## src/rtl/pwm_pkg.sv

```systemverilog
// Shared constants and the duty compare for the 16-channel PWM peripheral.
// Optional build macro PWM_DUTY_SHADOW_EN is consumed by pwm_peripheral.
package pwm_pkg;

    localparam int PWM_CNT_W        = 8;
    localparam int NUM_CH           = 16;
    localparam int PRESCALE_DEFAULT = 13;
    localparam int PRESC_W          = 12;
    localparam logic [PWM_CNT_W-1:0] DUTY_FULL = 8'hFF;

    // Full-scale duty must be solid high; a plain compare would drop count 255.
    function automatic logic pwm_level(input logic [PWM_CNT_W-1:0] cnt,
                                       input logic [PWM_CNT_W-1:0] duty);
        return (duty == DUTY_FULL) ? 1'b1 : (cnt < duty);
    endfunction

endpackage

```

## src/rtl/pwm_timebase.sv

```systemverilog
// Free-running prescaler and 8-bit PWM counter; tick marks the prescaler wrap.
module pwm_timebase
    import pwm_pkg::*;
#(
    parameter int PRESCALE = PRESCALE_DEFAULT
) (
    input  logic                 clk,
    input  logic                 rst_n,
    output logic                 tick,
    output logic [PWM_CNT_W-1:0] pwm_counter
);

    logic [PRESC_W-1:0]   presc_d, presc_q;
    logic [PWM_CNT_W-1:0] cnt_d, cnt_q;

    always_comb begin
        tick    = (presc_q == PRESC_W'(PRESCALE - 1));
        presc_d = tick ? '0 : presc_q + 1'b1;
        cnt_d   = tick ? cnt_q + 1'b1 : cnt_q;
    end

    always_ff @(posedge clk or negedge rst_n) begin
        if (!rst_n) begin
            presc_q <= '0;
            cnt_q   <= '0;
        end else begin
            presc_q <= presc_d;
            cnt_q   <= cnt_d;
        end
    end

    assign pwm_counter = cnt_q;

endmodule

```

## src/rtl/pwm_peripheral.sv

```systemverilog
// 16-channel PWM output block with per-channel enable and PWM-mode select.
// Define PWM_DUTY_SHADOW_EN to latch the duty only at period boundaries.
module pwm_peripheral
    import pwm_pkg::*;
#(
    parameter int PRESCALE = PRESCALE_DEFAULT,
    parameter int NUM_CH   = pwm_pkg::NUM_CH
) (
    input  logic              clk,
    input  logic              rst_n,
    input  logic [7:0]        en_reg_out_7_0,
    input  logic [7:0]        en_reg_out_15_8,
    input  logic [7:0]        en_reg_pwm_7_0,
    input  logic [7:0]        en_reg_pwm_15_8,
    input  logic [7:0]        pwm_duty_cycle,
    output logic [NUM_CH-1:0] out
);

    logic                 tick;
    logic                 level;
    logic [PWM_CNT_W-1:0] pwm_cnt;
    logic [PWM_CNT_W-1:0] duty_active;
    logic [NUM_CH-1:0]    en_out, en_pwm;
    logic [NUM_CH-1:0]    out_d, out_q;

    pwm_timebase #(.PRESCALE(PRESCALE)) u_timebase (
        .clk         (clk),
        .rst_n       (rst_n),
        .tick        (tick),
        .pwm_counter (pwm_cnt)
    );

`ifdef PWM_DUTY_SHADOW_EN
    logic [PWM_CNT_W-1:0] duty_d, duty_q;

    // Load only as the counter rolls 255->0 so a period is never torn.
    always_comb begin
        duty_d = duty_q;
        if (tick && (pwm_cnt == {PWM_CNT_W{1'b1}}))
            duty_d = pwm_duty_cycle;
    end

    always_ff @(posedge clk or negedge rst_n) begin
        if (!rst_n) duty_q <= '0;
        else        duty_q <= duty_d;
    end

    assign duty_active = duty_q;
`else
    logic unused_tick;
    assign unused_tick = tick;
    assign duty_active = pwm_duty_cycle;
`endif

    assign en_out = {en_reg_out_15_8, en_reg_out_7_0};
    assign en_pwm = {en_reg_pwm_15_8, en_reg_pwm_7_0};
    assign level  = pwm_level(pwm_cnt, duty_active);

    // Disabled channels force 0, so the select bit cannot glitch them.
    always_comb begin
        out_d = '0;
        for (int i = 0; i < NUM_CH; i++)
            out_d[i] = en_out[i] & (~en_pwm[i] | level);
    end

    always_ff @(posedge clk or negedge rst_n) begin
        if (!rst_n) out_q <= '0;
        else        out_q <= out_d;
    end

    assign out = out_q;

endmodule

```

## config.mk

```make
export PLATFORM = sky130hd
export DESIGN_NAME = pwm_peripheral
export DESIGN_NICKNAME = d
export VERILOG_FILES = /design/src/rtl/pwm_pkg.sv /design/src/rtl/pwm_timebase.sv /design/src/rtl/pwm_peripheral.sv
export SDC_FILE = /design/constraint.sdc
export NUM_CORES = 1
export LEC_CHECK = 0
export CAP_MARGIN = 5
export CORE_MARGIN = 2
export CORE_UTILIZATION = 48
export DETAILED_ROUTE_END_ITERATION = 10
export PLACE_DENSITY = 0.86
export SYNTH_ARGS = -nofsm -noshare
export SYNTH_HDL_FRONTEND = slang
export SYNTH_SLANG_ARGS = --single-unit
```

## constraint.sdc

```tcl
create_clock -name clk -period 3.13 [get_ports clk]
set_input_delay 0.626 -clock clk [delete_from_list [all_inputs] [get_ports clk]]
set_output_delay 0.626 -clock clk [all_outputs]
set_load 0.005 [all_outputs]
```

==> results.md <==
Drt:
- The routed wire length is about 3500 um.
- Using the TritonRoute via totals, the vias-per-cell ratio works out to approximately 5.1.
- The number of DRC markers in iteration 0 is 26.
- The routed length per instance is between 10 and 15 um.
- Across all layers, the routed design uses 1271 vias.
- The number of nets still failing antenna checks after routing is 0.
- The total DRC errors in the routed layout is 0.
- The first TritonRoute pass finished after 4 iterations.

Worst setup path:
- The cell class contributing the biggest share of worst-path delay is compound AO/OA/AOI/OAI gates.
- STA classifies the critical path startpoint as an input port.
- The slowest stage of the critical path belongs to the cell sky130_fd_sc_hd__a2111oi_0.
- STA classifies the critical path endpoint as a register.
- The number of buffers and inverters on the critical path is 3.
- In this design, the stage delay of the slowest critical-path cell is between 0.5 and 0.6 ns.
- At the worst endpoint, the required time is about 3.4 ns.
- The worst setup path category is input port to register.
- The critical path goes through clkdlybuf4s50_1, inv_1, ha_1, a2111oi_0, o32ai_1, buf_4, a21boi_0.
- The largest fanout on the critical path is 16.
- STA puts the critical path data arrival time at ~2.5 ns.

Placed design:
- The count of port buffers added during placement is 57.
- The routability congestion estimate is 0.773.
- The number of placed cells counting well taps is 240.
- The detailed placement HPWL is 2700 um.

Power:
- Of the total power, registers draw 0.563.
- The post-layout total power is 850 uW.
- The share of total power dissipated in the clock network is 0.317.
- The worst-case vdd ir drop is 0.000219 V.
- The switching power total is around 180 uW.
- The internal power component is 674 uW.
- Of the total power, the share spent switching nets is 0.207.
- The total power per unit cell area is roughly 360 nW/um^2.
- The static leakage is slightly above 0.001 uW.
- Of the total power, combinational logic draws 0.120.

Floorplan:
- The standard-cell row count is 21.
- The number of placed I/O pins is between 50 and 60.
- Measured along the y axis, the die boundary spans just over 60 um.
- The area of the die is a little under 4000 sq um.
- For this configuration, the core starts out at a cell density of 0.494.
- In this run the horizontal extent of the chip is 62.4 um.
- The standard cell core area is ~3300 sq um.

CTS:
- The H-tree was split into 2 levels.
- TritonCTS built the clock tree.
- The number of resized instances in the post-cts repair step is 0.
- The maximum count of clock buffers along a single path is 2.
- The insertion delay of the later-clocked pin in the worst-skew pair is between 0.3 and 0.4 ns.
- The number of setup buffers added after CTS is 0.
- For this design, the CTS-stage hold fixing added 0 buffers.
- The cell chosen for the clock root is sky130_fd_sc_hd__clkbuf_4.
- The count of clock tree sinks is 36.
- The clock-pin slew on the worst setup and hold paths is ~0.10 ns.
- Buffers inserted during clock tree synthesis total 5.

GRT:
- The first global-routing pass estimated slightly above 6000 um of wire.
- The met1 global-route usage is 0.220.
- The maximum number of pins on one net before global-route repair is 37.
- The number of antenna violations at the first check in global routing was 0.
- The total grt overflow is 0.
- The via count of the first global-routing pass is between 1k and 1.5k.
- The global routing stage identified its most utilized layer as met2.
- The met3 global-route usage is 0.0685.
- In the global route stage, met2 resource usage came out at 0.364.
- In the global route stage, overall resource usage came out at 0.204.

STA:
- Setup violations remaining at the end of the flow were counted as 0.
- The final number of max-transition violations is 0.
- Subtracting the final worst setup slack from the clock period gives about 2.3 ns.
- The worst slew slack as a fraction of its limit is 0.623.
- The ratio of final minimum period to clock period is 0.720.
- The aggregate negative setup slack is 0 ns.
- Setup repair after global routing left no endpoint under its margin.
- The transition time at the pin with the least slew margin is 0.552 ns.
- The worst hold slack after final layout is ~0.48 ns.
- The clock skew after layout is 0.00780 ns.
- Static timing analysis puts the maximum clock frequency at 444 MHz.
- The hold violation total from the final report is 0.

Logic synthesis:
- The number of distinct library cell variants in the gate-level netlist after synthesis is 29.
- The total nets after synthesis is roughly 190.
- In the synthesized netlist the async set-or-reset flop fraction comes to 1.00.
- In this run, synthesis produced a sequential element count of 36.
- The share of synthesized area occupied by flip-flops and latches is 0.551.
- Each instance of the synthesized netlist takes up on average between 10 and 15 sq um.
- In this run, synthesis inferred 0 flip-flops with an integrated enable.
- The most common flop cell mapped by yosys is sky130_fd_sc_hd__dfrtp_1.
- During synthesis, Yosys emitted a total of 0 warnings.
- The cell count after synthesis came out at about 140.
- In this run the cell area of the synthesized design comes to between 1500 and 2000 sq um.

Finish:
- The fraction of layout instances using a drive strength above 1 is 0.0697.
- Relative to the synthesized area, the layout overhead comes to 42.4%.
- At the end of the flow, the number of nets in the layout was between 200 and 300.
- The final non-filler cell total is 247.
- The count of antenna diodes in the layout is 0.

Status:
- The flow ran to the end, and the final reports show no timing, DRC or antenna violations.

Job:
- The number of max-cap violations is 0.

Worst hold path:
- In this run the worst hold path is classified as register to register.
==> Yosys cell counts, drive strengths merged (3+ instances only) <==
| master | count | area (sq um) |
|---|---|---|
| and3 | 3 | 18.8 |
| nand2 | 4 | 15.0 |
| xnor2 | 12 | 105 |
| xor2 | 5 | 43.8 |
| a21boi | 16 | 120 |
| nand3 | 4 | 20.0 |
| nor2 | 9 | 33.8 |
| inv | 10 | 37.5 |
| ha | 10 | 125 |
| dfrtp | 36 | 901 |
| nand4 | 10 | 62.6 |
==> routing by layer <==
metal	vias to the layer above	share of wire
li1	609	-
met1	619	0.40
met2	36	0.52
met3	7	0.056
met4	0	0.022
met5	-	0
==> registers in the layout, indices dropped and copies added, names as in the netlist <==
name and cells:
out 16, u_timebase.presc_q 12, u_timebase.pwm_counter 8
==> metrics by stage <==
| stage | worst slack, ns | util | instance area, sq um |
|---|---|---|---|
| final | 0.876 | 0.703 | 2330 |
| after global routing | 0.751 | 0.703 | 2330 |
| after CTS | 0.942 | 0.703 | 2330 |
| after detailed placement | 0.584 | 0.684 | 2260 |
| after global placement | 0.731 | 0.684 | 2260 |
| after floorplan | 0.970 | - | 1640 |
==> power groups by stage <==
stage	registers, uW	clock network, uW	logic [uW]
after floorplan	489	0	13.7
after global placement	487	0	98.8
after detailed placement	488	0	103
after CTS	478	275	103
after global routing	480	297	111
final	478	270	102
==> cell families (layout without fill, tap and decap cells) <==
kind of cell | count (synthesis) | after routing | synth area share
AND/OR/NAND/NOR | 38 | 38 | 0.137
multiplexers | 1 | 1 | 0.00689
buffers and inverters | 12 | 76 | 0.0321
XOR/XNOR | 17 | 17 | 0.0910
adder cells (fa/ha/maj) | 10 | 10 | 0.0765
flip-flops | 36 | 36 | 0.551
AO/OA/AOI/OAI | 23 | 23 | 0.106
==> cells in the final DEF, fill, tap and decap left out <==
cell,instances
sky130_fd_sc_hd__a2111oi_0,1
sky130_fd_sc_hd__a21boi_0,16
sky130_fd_sc_hd__a21o_1,1
sky130_fd_sc_hd__a21oi_1,1
sky130_fd_sc_hd__a41o_1,1
sky130_fd_sc_hd__and2b_2,1
sky130_fd_sc_hd__and3_1,3
sky130_fd_sc_hd__and4_1,1
sky130_fd_sc_hd__buf_4,2
sky130_fd_sc_hd__clkbuf_4,5
sky130_fd_sc_hd__clkbuf_8,2
sky130_fd_sc_hd__clkdlybuf4s50_1,57
sky130_fd_sc_hd__dfrtp_1,36
sky130_fd_sc_hd__ha_1,10
sky130_fd_sc_hd__inv_1,10
sky130_fd_sc_hd__mux2_2,1
sky130_fd_sc_hd__nand2_1,4
sky130_fd_sc_hd__nand2b_1,1
sky130_fd_sc_hd__nand3_1,4
sky130_fd_sc_hd__nand4_1,10
sky130_fd_sc_hd__nand4b_1,1
sky130_fd_sc_hd__nor2_1,9
sky130_fd_sc_hd__nor3_4,1
sky130_fd_sc_hd__nor4_1,1
sky130_fd_sc_hd__o21a_1,1
sky130_fd_sc_hd__o21ai_0,1
sky130_fd_sc_hd__o32ai_1,1
sky130_fd_sc_hd__or3_2,1
sky130_fd_sc_hd__or4_4,1
sky130_fd_sc_hd__xnor2_1,12
sky130_fd_sc_hd__xor2_1,5
==> area by class of cell <==
cell class	count	area [sq um]
Inverter	10	37.5
Clock buffer	7	65.1
Sequential cell	36	901
Tap cell	46	57.6
Fill cell	254	982
Timing Repair Buffer	59	586
Multi-Input combinational cell	89	682
==> worst paths after layout <==
path                                                         end  slack, ns                        startpoint  cells after the start
min in group asynchronous       u_timebase.presc_q[11]$_DFF_PN0_       0.68                             rst_n                      2
hold reg to reg                 u_timebase.presc_q[11]$_DFF_PN0_       0.48  u_timebase.presc_q[11]$_DFF_PN0_                      1
hold / removal                  u_timebase.presc_q[11]$_DFF_PN0_       0.48  u_timebase.presc_q[11]$_DFF_PN0_                      1
max in group asynchronous                       out[0]$_DFF_PN0_       2.13                             rst_n                      2
setup / recovery                               out[15]$_DFF_PN0_       0.88                 pwm_duty_cycle[1]                      7
setup reg to reg           u_timebase.pwm_counter[1]$_DFFE_PN0N_       1.13   u_timebase.presc_q[6]$_DFF_PN0_                      3
(Power assumes the default switching activity.)
